===== config.mk =====
export PLATFORM = sky130hd
export DESIGN_NAME = ap_ctrl_profiler
export DESIGN_NICKNAME = d
export VERILOG_FILES = /design/src/rtl/ap_prof_pkg.sv /design/src/rtl/ap_prof_chan.sv /design/src/rtl/ap_ctrl_profiler.sv
export SDC_FILE = /design/constraint.sdc
export NUM_CORES = 2
export LEC_CHECK = 0
export ABC_AREA = 1
export BUFFER_PORTS_ARGS = -buffer_cell sky130_fd_sc_hd__buf_4
export CAP_MARGIN = 20
export CORE_MARGIN = 1
export CORE_UTILIZATION = 41
export CTS_CLUSTER_SIZE = 10
export DETAILED_ROUTE_END_ITERATION = 12
export GPL_ROUTABILITY_DRIVEN = 0
export SYNTH_ARGS = -nofsm -noshare
export SYNTH_HDL_FRONTEND = slang
export SYNTH_HIERARCHICAL = 1
export SYNTH_SLANG_ARGS = --single-unit

===== constraint.sdc =====
create_clock -name i_ap_clk -period 10.4 [get_ports i_ap_clk]
set_input_delay 0 -clock i_ap_clk [delete_from_list [all_inputs] [get_ports i_ap_clk]]
set_output_delay 0 -clock i_ap_clk [all_outputs]
set_load 0.1 [all_outputs]

===== src/rtl/ap_prof_pkg.sv =====
// rtl/ap_prof_pkg.sv - shared types and constants for the ap_ctrl profiler
package ap_prof_pkg;

    // Register select codes on the read port
    typedef enum logic [2:0] {
        SEL_TXN_START = 3'd0,
        SEL_TXN_DONE  = 3'd1,
        SEL_LAT_LAST  = 3'd2,
        SEL_LAT_MIN   = 3'd3,
        SEL_LAT_MAX   = 3'd4,
        SEL_II_LAST   = 3'd5,
        SEL_STALL_CNT = 3'd6,
        SEL_STATUS    = 3'd7
    } prof_sel_e;

    // STATUS layout: occupancy in the LSBs, then OVF, then UNF directly above it
    localparam int STAT_OCC_LSB = 0;
    localparam int STAT_OVF_OFS = 0;
    localparam int STAT_UNF_OFS = 1;

    // Bits needed to hold an occupancy of 0..max_outst
    function automatic int occ_width(input int max_outst);
        int w;
        w = 1;
        while ((1 << w) < (max_outst + 1)) w++;
        return w;
    endfunction

    // Bits needed to address max_outst FIFO slots (at least one)
    function automatic int ptr_width(input int max_outst);
        int w;
        w = 1;
        while ((1 << w) < max_outst) w++;
        return w;
    endfunction

endpackage


===== src/rtl/ap_prof_chan.sv =====
// rtl/ap_prof_chan.sv - one monitored channel: start timestamp FIFO and statistics
module ap_prof_chan
    import ap_prof_pkg::*;
#(
    parameter int CNT_W     = 32,
    parameter int MAX_OUTST = 4
) (
    input  logic                   i_clk,
    input  logic                   i_rst_n,
    input  logic                   i_start,
    input  logic                   i_ready,
    input  logic                   i_done,
    input  logic                   i_continue,
    input  logic                   i_enable,
    input  logic                   i_clear,
    input  logic [CNT_W-1:0]       i_ts,
    output logic [7:0][CNT_W-1:0]  o_regs,
    output logic [CNT_W-1:0]       o_busy_cnt
);

    localparam int OW = occ_width(MAX_OUTST);
    localparam int PW = ptr_width(MAX_OUTST);

    logic [CNT_W-1:0] r_mem [MAX_OUTST];
    logic [PW-1:0]    r_rd_ptr, r_wr_ptr;
    logic [OW-1:0]    r_occ;
    logic             r_ovf, r_unf, r_have_prev;
    logic [CNT_W-1:0] r_prev_ts, r_txn_start, r_txn_done, r_lat_last, r_lat_min;
    logic [CNT_W-1:0] r_lat_max, r_ii_last, r_stall_cnt, r_busy_cnt;

    logic             w_push, w_pop, w_stall, w_empty, w_full;
    logic             w_bypass, w_do_push, w_do_pop, w_lat_vld;
    logic [CNT_W-1:0] w_lat, w_status;
    logic [PW-1:0]    w_rd_ptr_nxt, w_wr_ptr_nxt;

    assign w_push    = i_start & i_ready;
    assign w_pop     = i_done & i_continue;
    assign w_stall   = i_done & ~i_continue;
    assign w_empty   = (r_occ == '0);
    assign w_full    = (r_occ == OW'(MAX_OUTST));
    // A start and finish in the same cycle on an empty FIFO never touch storage
    assign w_bypass  = w_push & w_pop & w_empty;
    assign w_do_pop  = w_pop & ~w_empty;
    // A full FIFO can still accept a start when the head leaves in the same cycle
    assign w_do_push = w_push & ~w_bypass & (~w_full | w_pop);
    assign w_lat_vld = w_bypass | w_do_pop;
    assign w_lat     = w_bypass ? '0 : (i_ts - r_mem[r_rd_ptr]);

    assign w_rd_ptr_nxt = (r_rd_ptr == PW'(MAX_OUTST - 1)) ? '0 : r_rd_ptr + PW'(1);
    assign w_wr_ptr_nxt = (r_wr_ptr == PW'(MAX_OUTST - 1)) ? '0 : r_wr_ptr + PW'(1);

    // Timestamp storage; contents are meaningless while the slot is not occupied
    always_ff @(posedge i_clk) begin
        if (w_do_push) r_mem[r_wr_ptr] <= i_ts;
    end

    // FIFO bookkeeping, sticky flags and gated statistics
    always_ff @(posedge i_clk or negedge i_rst_n) begin
        if (!i_rst_n) begin
            r_rd_ptr    <= '0;
            r_wr_ptr    <= '0;
            r_occ       <= '0;
            r_ovf       <= 1'b0;
            r_unf       <= 1'b0;
            r_have_prev <= 1'b0;
            r_prev_ts   <= '0;
            r_txn_start <= '0;
            r_txn_done  <= '0;
            r_lat_last  <= '0;
            r_lat_min   <= '1;
            r_lat_max   <= '0;
            r_ii_last   <= '0;
            r_stall_cnt <= '0;
            r_busy_cnt  <= '0;
        end else if (i_clear) begin
            r_rd_ptr    <= '0;
            r_wr_ptr    <= '0;
            r_occ       <= '0;
            r_ovf       <= 1'b0;
            r_unf       <= 1'b0;
            r_have_prev <= 1'b0;
            r_prev_ts   <= '0;
            r_txn_start <= '0;
            r_txn_done  <= '0;
            r_lat_last  <= '0;
            r_lat_min   <= '1;
            r_lat_max   <= '0;
            r_ii_last   <= '0;
            r_stall_cnt <= '0;
            r_busy_cnt  <= '0;
        end else begin
            if (w_do_push) r_wr_ptr <= w_wr_ptr_nxt;
            if (w_do_pop)  r_rd_ptr <= w_rd_ptr_nxt;
            r_occ <= r_occ + OW'(w_do_push) - OW'(w_do_pop);
            if (w_push & ~w_pop & w_full)  r_ovf <= 1'b1;
            if (w_pop & ~w_push & w_empty) r_unf <= 1'b1;
            // Start spacing is tracked even while frozen so II stays meaningful on resume
            if (w_push) begin
                r_prev_ts   <= i_ts;
                r_have_prev <= 1'b1;
            end
            if (i_enable) begin
                if (w_push) begin
                    if (~&r_txn_start) r_txn_start <= r_txn_start + CNT_W'(1);
                    if (r_have_prev)   r_ii_last   <= i_ts - r_prev_ts;
                end
                if (w_pop && (~&r_txn_done)) r_txn_done <= r_txn_done + CNT_W'(1);
                if (w_lat_vld) begin
                    r_lat_last <= w_lat;
                    if (w_lat < r_lat_min) r_lat_min <= w_lat;
                    if (w_lat > r_lat_max) r_lat_max <= w_lat;
                end
                if (w_stall && (~&r_stall_cnt)) r_stall_cnt <= r_stall_cnt + CNT_W'(1);
                if (!w_empty && (~&r_busy_cnt)) r_busy_cnt <= r_busy_cnt + CNT_W'(1);
            end
        end
    end

    // STATUS word assembly
    always_comb begin
        w_status = '0;
        w_status[STAT_OCC_LSB +: OW]   = r_occ;
        w_status[OW + STAT_OVF_OFS]    = r_ovf;
        w_status[OW + STAT_UNF_OFS]    = r_unf;
    end

    assign o_regs[SEL_TXN_START] = r_txn_start;
    assign o_regs[SEL_TXN_DONE]  = r_txn_done;
    assign o_regs[SEL_LAT_LAST]  = r_lat_last;
    assign o_regs[SEL_LAT_MIN]   = r_lat_min;
    assign o_regs[SEL_LAT_MAX]   = r_lat_max;
    assign o_regs[SEL_II_LAST]   = r_ii_last;
    assign o_regs[SEL_STALL_CNT] = r_stall_cnt;
    assign o_regs[SEL_STATUS]    = w_status;
    assign o_busy_cnt            = r_busy_cnt;

endmodule


===== src/rtl/ap_ctrl_profiler.sv =====
// rtl/ap_ctrl_profiler.sv - multi-channel ap_ctrl handshake profiler with registered read port
module ap_ctrl_profiler
    import ap_prof_pkg::*;
#(
    parameter int  NUM_CH    = 4,
    parameter int  CNT_W     = 32,
    parameter int  MAX_OUTST = 4,
    localparam int CH_W      = (NUM_CH > 1) ? $clog2(NUM_CH) : 1
) (
    input  logic                          i_ap_clk,
    input  logic                          i_ap_rst_n,
    input  logic [NUM_CH-1:0]             i_ap_start,
    input  logic [NUM_CH-1:0]             i_ap_ready,
    input  logic [NUM_CH-1:0]             i_ap_done,
    input  logic [NUM_CH-1:0]             i_ap_continue,
    input  logic                          i_enable,
    input  logic                          i_clear,
    input  logic                          i_rd_en,
    input  logic [CH_W-1:0]               i_rd_ch,
    input  logic [2:0]                    i_rd_sel,
    output logic [CNT_W-1:0]              o_rd_data,
    output logic                          o_rd_valid,
    output logic [NUM_CH-1:0][CNT_W-1:0]  o_busy_cnt
);

    logic [CNT_W-1:0]       r_ts;
    logic [CNT_W-1:0]       r_rd_data;
    logic                   r_rd_valid;
    logic [7:0][CNT_W-1:0]  w_regs [NUM_CH];
    logic [CNT_W-1:0]       w_rd_mux;

    for (genvar g = 0; g < NUM_CH; g++) begin : g_ch
        ap_prof_chan #(
            .CNT_W     (CNT_W),
            .MAX_OUTST (MAX_OUTST)
        ) u_chan (
            .i_clk      (i_ap_clk),
            .i_rst_n    (i_ap_rst_n),
            .i_start    (i_ap_start[g]),
            .i_ready    (i_ap_ready[g]),
            .i_done     (i_ap_done[g]),
            .i_continue (i_ap_continue[g]),
            .i_enable   (i_enable),
            .i_clear    (i_clear),
            .i_ts       (r_ts),
            .o_regs     (w_regs[g]),
            .o_busy_cnt (o_busy_cnt[g])
        );
    end

    // Free-running timestamp; wraps and is untouched by clear
    always_ff @(posedge i_ap_clk or negedge i_ap_rst_n) begin
        if (!i_ap_rst_n) r_ts <= '0;
        else             r_ts <= r_ts + CNT_W'(1);
    end

    // Read select; out-of-range channels read as zero
    always_comb begin
        w_rd_mux = '0;
        if (int'(i_rd_ch) < NUM_CH) w_rd_mux = w_regs[i_rd_ch][prof_sel_e'(i_rd_sel)];
    end

    // Read register: data held between strobes
    always_ff @(posedge i_ap_clk or negedge i_ap_rst_n) begin
        if (!i_ap_rst_n) begin
            r_rd_data  <= '0;
            r_rd_valid <= 1'b0;
        end else begin
            r_rd_valid <= i_rd_en;
            if (i_rd_en) r_rd_data <= w_rd_mux;
        end
    end

    assign o_rd_data  = r_rd_data;
    assign o_rd_valid = r_rd_valid;

endmodule


### Word-level counts from Yosys, hierarchy flattened

Memories as Yosys holds them, arrays and structs flattened.
Index checks and enable logic that the tools add are counted.

* register bits after elaboration: 1257
* latch bits: 0
* bits in writable memories: 512
* memory bits (read-only): 0
* output and inout bits: 161
* memories kept: 4

* add/sub/neg operators: 41
* $mul: 0
* div/mod/pow operators: 0
* $lt $le $gt $ge: 10
* eq/ne operators: 16
* shifts and indexed selects: 0
* mux-type cells: 189
* bitwise operators: 81
* reductions and logical operators: 129

Memories
* g_ch[0].u_chan.r_mem: depth 4, width 32, rd ports 1, clocked after Yosys merged registers in 0, write ports 1, RTL line ap_prof_chan.sv:24 `logic [CNT_W-1:0] r_mem [MAX_OUTST];`
* g_ch[1].u_chan.r_mem: depth 4, width 32, rd ports 1, clocked after Yosys merged registers in 0, write ports 1, RTL line ap_prof_chan.sv:24
* g_ch[2].u_chan.r_mem: depth 4, width 32, rd ports 1, clocked after Yosys merged registers in 0, write ports 1, RTL line ap_prof_chan.sv:24
* g_ch[3].u_chan.r_mem: depth 4, width 32, rd ports 1, clocked after Yosys merged registers in 0, write ports 1, RTL line ap_prof_chan.sv:24

Operators with widths (number)
* 2-to-1 mux 32 bit: 125
* adder 32 x 1 -> 32 bit, second input constant: 17
* binary-select mux 256 bit (select 2 bit): 1
* 2-to-1 mux 256 bit: 2
* AND reduction 32 bit: 16
* subtractor 32 bit: 8
* > comparator 32 bit: 4
* less-than comparator 32 bit: 4
* nonzero test 2 bit: 49
* binary-select mux 32 bit (select 3 bit): 1
* AND 1 bit: 48
* 2-to-1 mux 2 bit: 24
* AND reduction 3 bit: 16
* 2-to-1 mux 1 bit: 32
* AND reduction 2 bit: 16
* NOT 1 bit: 24
* adder 2 x 1 -> 2 bit, second input constant: 8
* equality test 2 bit, second input constant: 8
* zero test 1 bit: 16
* adder 3 x 1 -> 3 bit: 4
* equality test 3 bit, second input constant: 4
* logical AND 1 bit: 12
* zero test 3 bit: 4
* 2-to-1 mux 3 bit: 4
* other kinds (6): 19

### Longest topological paths before layout

* word-level depth: 9
* mapped depth: 37

### By module

Netlist, hierarchy kept.

By module, submodules not included
* ap_prof_chan (g_ch[2].u_chan): times used 1, cells an instance 3082, area an instance 24999.0 um2
* ap_prof_chan (g_ch[1].u_chan): times used 1, cells an instance 3097, area an instance 24878.9 um2
* ap_prof_chan (g_ch[3].u_chan): times used 1, cells an instance 3022, area an instance 24624.9 um2
* ap_prof_chan (g_ch[0].u_chan): times used 1, cells an instance 3030, area an instance 24496.0 um2
* ap_ctrl_profiler: times used 1, cells an instance 2636, area an instance 12972.4 um2

### Worst setup path after synthesis

Ideal clock, no wire load.

* path kind: flip-flop to flip-flop
* from: register g_ch[0].u_chan.r_rd_ptr[0]
* to: register g_ch[0].u_chan.r_lat_max[10]
* data arrival time: 4631 ps
* path slack: 5652 ps
* cell stages (with the launch flop): 31
* period minus slack after synthesis: 4748 ps
* cell sequence: dfrtp_1 inv_1 clkbuf_1 clkbuf_1 o21ai_0 o22ai_1 ha_1 inv_1 fa_1 nand3_1 nand3_2 nand2_2 nand2_2 a21o_1 a21oi_1 o21ai_0 or2_2 nand3_1 inv_1 ha_1 nand4_1 nor4_1 inv_1 nor2_1 nand4_1 or3_1 nand2_1 nand2_2 buf_2 nand3_1 nand2_1

* cells in the longest elaborated chain, start to end: 7
* elaborated cells on any way between the ends: 10
* those cells by class: add/sub (1); order compare (1); mux (5); reduce/logical (2); memory (1)

Ends and longest elaborated chain
* from (decl): RTL line ap_prof_chan.sv:25 `logic [PW-1:0] r_rd_ptr, r_wr_ptr;`
* from (signal assigned): RTL line ap_prof_chan.sv:93 `if (w_do_pop) r_rd_ptr <= w_rd_ptr_nxt;`
* memory (4 x 32 bit) *
* subtractor 32 bit *: RTL line ap_prof_chan.sv:47 `assign w_lat = w_bypass ? '0 : (i_ts - r_mem[r_rd_ptr]);`
* 2-to-1 mux 32 bit *: RTL line ap_prof_chan.sv:47
* parallel branches: the longest is 4 deep, another holds > comparator 32 bit
* to (signal assigned): RTL line ap_prof_chan.sv:111 `if (w_lat > r_lat_max) r_lat_max <= w_lat;`
* to (decl): RTL line ap_prof_chan.sv:29 `logic [CNT_W-1:0] r_lat_max, r_ii_last, r_stall_cnt, r_busy_cnt;`

Every way passes the cells marked *. The select of a mux whose other input is x is not followed.
A chain may end at the register's enable or synchronous reset.

### Worst setup path after layout

* from: register g_ch[2].u_chan.r_rd_ptr[1]
* to: register g_ch[2].u_chan.r_lat_min[6]

* cells in the longest elaborated chain, start to end: 7
* elaborated cells on any way between the ends: 10
* those cells by class: add/sub (1); order compare (1); mux (5); reduce/logical (2); memory (1)

Ends and longest elaborated chain
* from (decl): RTL line ap_prof_chan.sv:25
* from (signal assigned): RTL line ap_prof_chan.sv:93
* memory (4 x 32 bit) *
* subtractor 32 bit *: RTL line ap_prof_chan.sv:47
* 2-to-1 mux 32 bit *: RTL line ap_prof_chan.sv:47
* parallel branches: the longest is 4 deep, another holds less-than comparator 32 bit
* to (signal assigned): RTL line ap_prof_chan.sv:110 `if (w_lat < r_lat_min) r_lat_min <= w_lat;`
* to (decl): RTL line ap_prof_chan.sv:28 `logic [CNT_W-1:0] r_prev_ts, r_txn_start, r_txn_done, r_lat_last, r_lat_min;`

Marks and branches as above.

==> flow_metrics.tcl <==
set metrics [dict create \
    status "complete, no violations" \
    path_clk_slew_ns 0.06 \
    switching_share 0.379 \
    drc_errors 0 \
    drt_first_pass_iters 6 \
    critPathTopFamily "simple AND/OR/NAND/NOR gates" \
    yosysSeqAreaShare 0.420 \
    grt_max_degree 169 \
    wirelength_um 404000 \
    worstSetupPathType "reg2reg" \
    yosysUniqueCellTypes 77 \
    final_cell_mix "nand2_1 (4570), nand3_1 (1583), inv_1 (1421)" \
    fin_tns_setup_ns 0 \
    leakage_nw 55.9 \
    cts_tree "done" \
    path_cells "inv_2 > buf_4 > a21oi_1 > a32o_1 > ha_1 > a21oi_1 > inv_1 > a21oi_1 > a21boi_0 > nand2_1 > nand2_1 > nor3b_1 > ha_1 > nand4_1 > a31oi_1 > a2111oi_0 > nand2_1 > nand4_1 > nand3_1 > nand2_2 > nand2_2 > nand2_1 > nand2_1" \
    drt-wirelength-per-cell_um 21.7 \
    coreArea_mm2 0.271 \
    syn_area_per_cell_um2 7.53 \
    port_buffers 186 \
    rsz0062_at_grt "no" \
    syn-instance-count 14900 \
    critPathBufInv 3 \
    power_frac_clock 0.312 \
    setup_viol 0 \
    io_pins 187 \
    synth.ff_latch_count 1769 \
    die-area_mm2 0.275 \
    antenna_found_initial 10 \
    drv_slew 0 \
    slew-limit-headroom 0.165 \
    peakVddDrop_uv 136 \
    clkSinkCount 1769 \
    vias_per_cell 5.56 \
    grt_pass1_wl_um 604000 \
    overflow 0 \
    maxCapViolCount 0 \
    htree_levels 4 \
    intPower_mw 14.7 \
    hold_path.class "in2reg" \
    worstSetupEndpointType "flip-flop" \
    fin_crit_sh 0.622 \
    tightest_slew_ns 1.25 \
    stdcell_area_mm2 0.123 \
    final_common_cell "nand2_1" \
    finalClockSkew_ns 0.0656 \
    cts_root_buffer "clkbuf_16" \
    min_period_ns 6.47 \
    die_y_um 525 \
    p_sw_mw 8.97 \
    clk_latency_ns 0.92 \
    ys.flop_type "dfrtp_1" \
    timing.critical_path.mode_cell "nand2_1" \
    crit_path_max_incr_delay_ns 0.77 \
    seq_power_share 0.377 \
    worst_setup_path_start_kind "flip-flop" \
    power_frac_comb 0.311 \
    syn2layout_area_growth_pct 10.2 \
    dp_hpwl_um 298000 \
    grt_pass1_vias 94200 \
    fp-row-count 191 \
    crit_path_top_delay_cell "nor3b_1" \
    synth_area_mm2 0.112 \
    arrival_ns 7.27 \
    hold_viol_final 0 \
    cp_max_fo 59 \
    layout.nets 15400 \
    drive_above_1_share 0.0747 \
    synth_edf_count 512 \
    fmax_mhz 155 \
    final_antenna_net_count 0 \
    cts_buffers 218 \
    initial_core_util 0.413 \
    die_w_um 525 \
    post_dp_cell_area_mm2 0.116 \
    drt_iter0_drc 11500 \
    required_ns 11.20 \
    async_flop_share 0.711 \
    grt_usage 0.285 \
    vias 103000 \
    power.density_mw_per_mm2 192 \
    yosys_warnings 6 \
    cts_buffer_depth 4 \
]
cells in the mapped netlist, drive strengths merged, types with 15 or more instances:
master  count  area share
edfxtp    512        0.14
nand4     217       0.012
nor4      135      0.0078
inv      1470       0.049
nand2    4665        0.16
a31oi      38      0.0021
o21ai     628       0.028
o31ai     129      0.0086
nand3    1610       0.074
a21boi     16      0.0011
clkbuf    270      0.0091
o21a       40      0.0027
buf       432       0.024
nor2     1073       0.038
xnor2      48      0.0038
or2        42      0.0023
nor3b      38      0.0026
o21bai     23      0.0015
a21oi     792       0.036
xor2      140       0.011
a21o       42      0.0028
nand3b     15      0.0011
ha        541       0.060
dfrtp    1129        0.25
a32o      123       0.011
a211oi     34      0.0023
dfstp     128       0.030
nor3      426       0.021
power by group through the flow:
stage          clock [mW]  combinational (mW)  sequential [mW]
4_1_cts              7.51                7.21             8.88
2_1_floorplan           0                4.91             8.96
6_report             7.38                7.35             8.92
3_3_place_gp            0                7.07             8.99
3_5_place_dp            0                7.16             8.99
5_1_grt              7.76                8.13             8.99
repair_timing:
item,4_1_cts,5_1_grt
setup buffers,0,0
resized for setup,0,0
hold buffers,34,0
hold endpoints to repair,750,0
sequential cells by signal, indices dropped and copies added (netlist names), 32 cells and up:
register	flops
g_ch.u_chan/r_ii_last	128
g_ch.u_chan/o_busy_cnt	128
g_ch.u_chan/r_prev_ts	128
o_rd_data	32
g_ch.u_chan/r_lat_min	128
g_ch.u_chan/r_lat_last	128
g_ch.u_chan/r_mem	512
g_ch.u_chan/r_stall_cnt	128
r_ts	32
g_ch.u_chan/r_txn_start	128
g_ch.u_chan/r_txn_done	128
g_ch.u_chan/r_lat_max	128
path summary, 6_finish.rpt:
path / from / to / slack (ns) / cells after the start
max in group asynchronous: i_ap_rst_n / g_ch[2].u_chan/r_txn_start[10] / 8.31 / 5
setup reg to reg: g_ch[2].u_chan/r_rd_ptr[1] / g_ch[2].u_chan/r_lat_min[6] / 3.93 / 23
setup / recovery: g_ch[2].u_chan/r_rd_ptr[1] / g_ch[2].u_chan/r_lat_min[6] / 3.93 / 23
hold / removal: i_ap_start[0] / g_ch[0].u_chan/r_prev_ts[8] / 0.11 / 5
min in group asynchronous: i_ap_rst_n / g_ch[2].u_chan/r_lat_min[2] / 0.36 / 3
hold reg to reg: g_ch[1].u_chan/r_lat_min[2] / g_ch[1].u_chan/r_lat_min[2] / 0.47 / 2
worst min-delay path, stage by stage:
cell     delay, ns
buf_4         0.11
nand2_1       0.26
inv_2         0.36
nand3_1       0.15
o21ai_0       0.08
through the flow:
step	utilization	hold slack [ns]	total power, mW	cells	worst slack (ns)
6_report	0.455	0.106	23.6	18600	3.93
4_1_cts	0.454	0.0148	23.6	18600	4.06
3_5_place_dp	0.428	0.00602	16.2	18200	4.09
5_1_grt	0.455	0.128	24.9	18600	3.15
3_3_place_gp	0.428	-0.0100	16.1	18200	4.21
2_1_floorplan	-	-0.296	13.9	15000	5.65
layout make-up:
cell class | instances | area (um2)
antenna | 7 | 17.5
clock buffer | 359 | 6460
clock inverter | 28 | 322
fill | 27300 | 148000
inverter | 1473 | 5580
multi-input combinational | 11000 | 56300
sequential | 1769 | 47000
tap | 3570 | 4470
timing repair buffer | 372 | 3270
kinds of logic after synthesis:
kind of cell,synth area share
AO/OA/AOI/OAI,0.102
XOR/XNOR,0.0147
adder cells (fa/ha/maj),0.0626
buffers and inverters,0.0825
flip-flops,0.420
other,0.000134
AND/OR/NAND/NOR,0.319
metal layers:
metal	GRT usage	vias to the layer above	routed length, um
met4	0.119	2	19400
met1	0.406	49300	178000
met2	0.424	4142	172000
met3	0.0508	660	34400
li1	-	49300	-
met5	0	-	13
No activity file was read; power rests on OpenSTA's default activity.
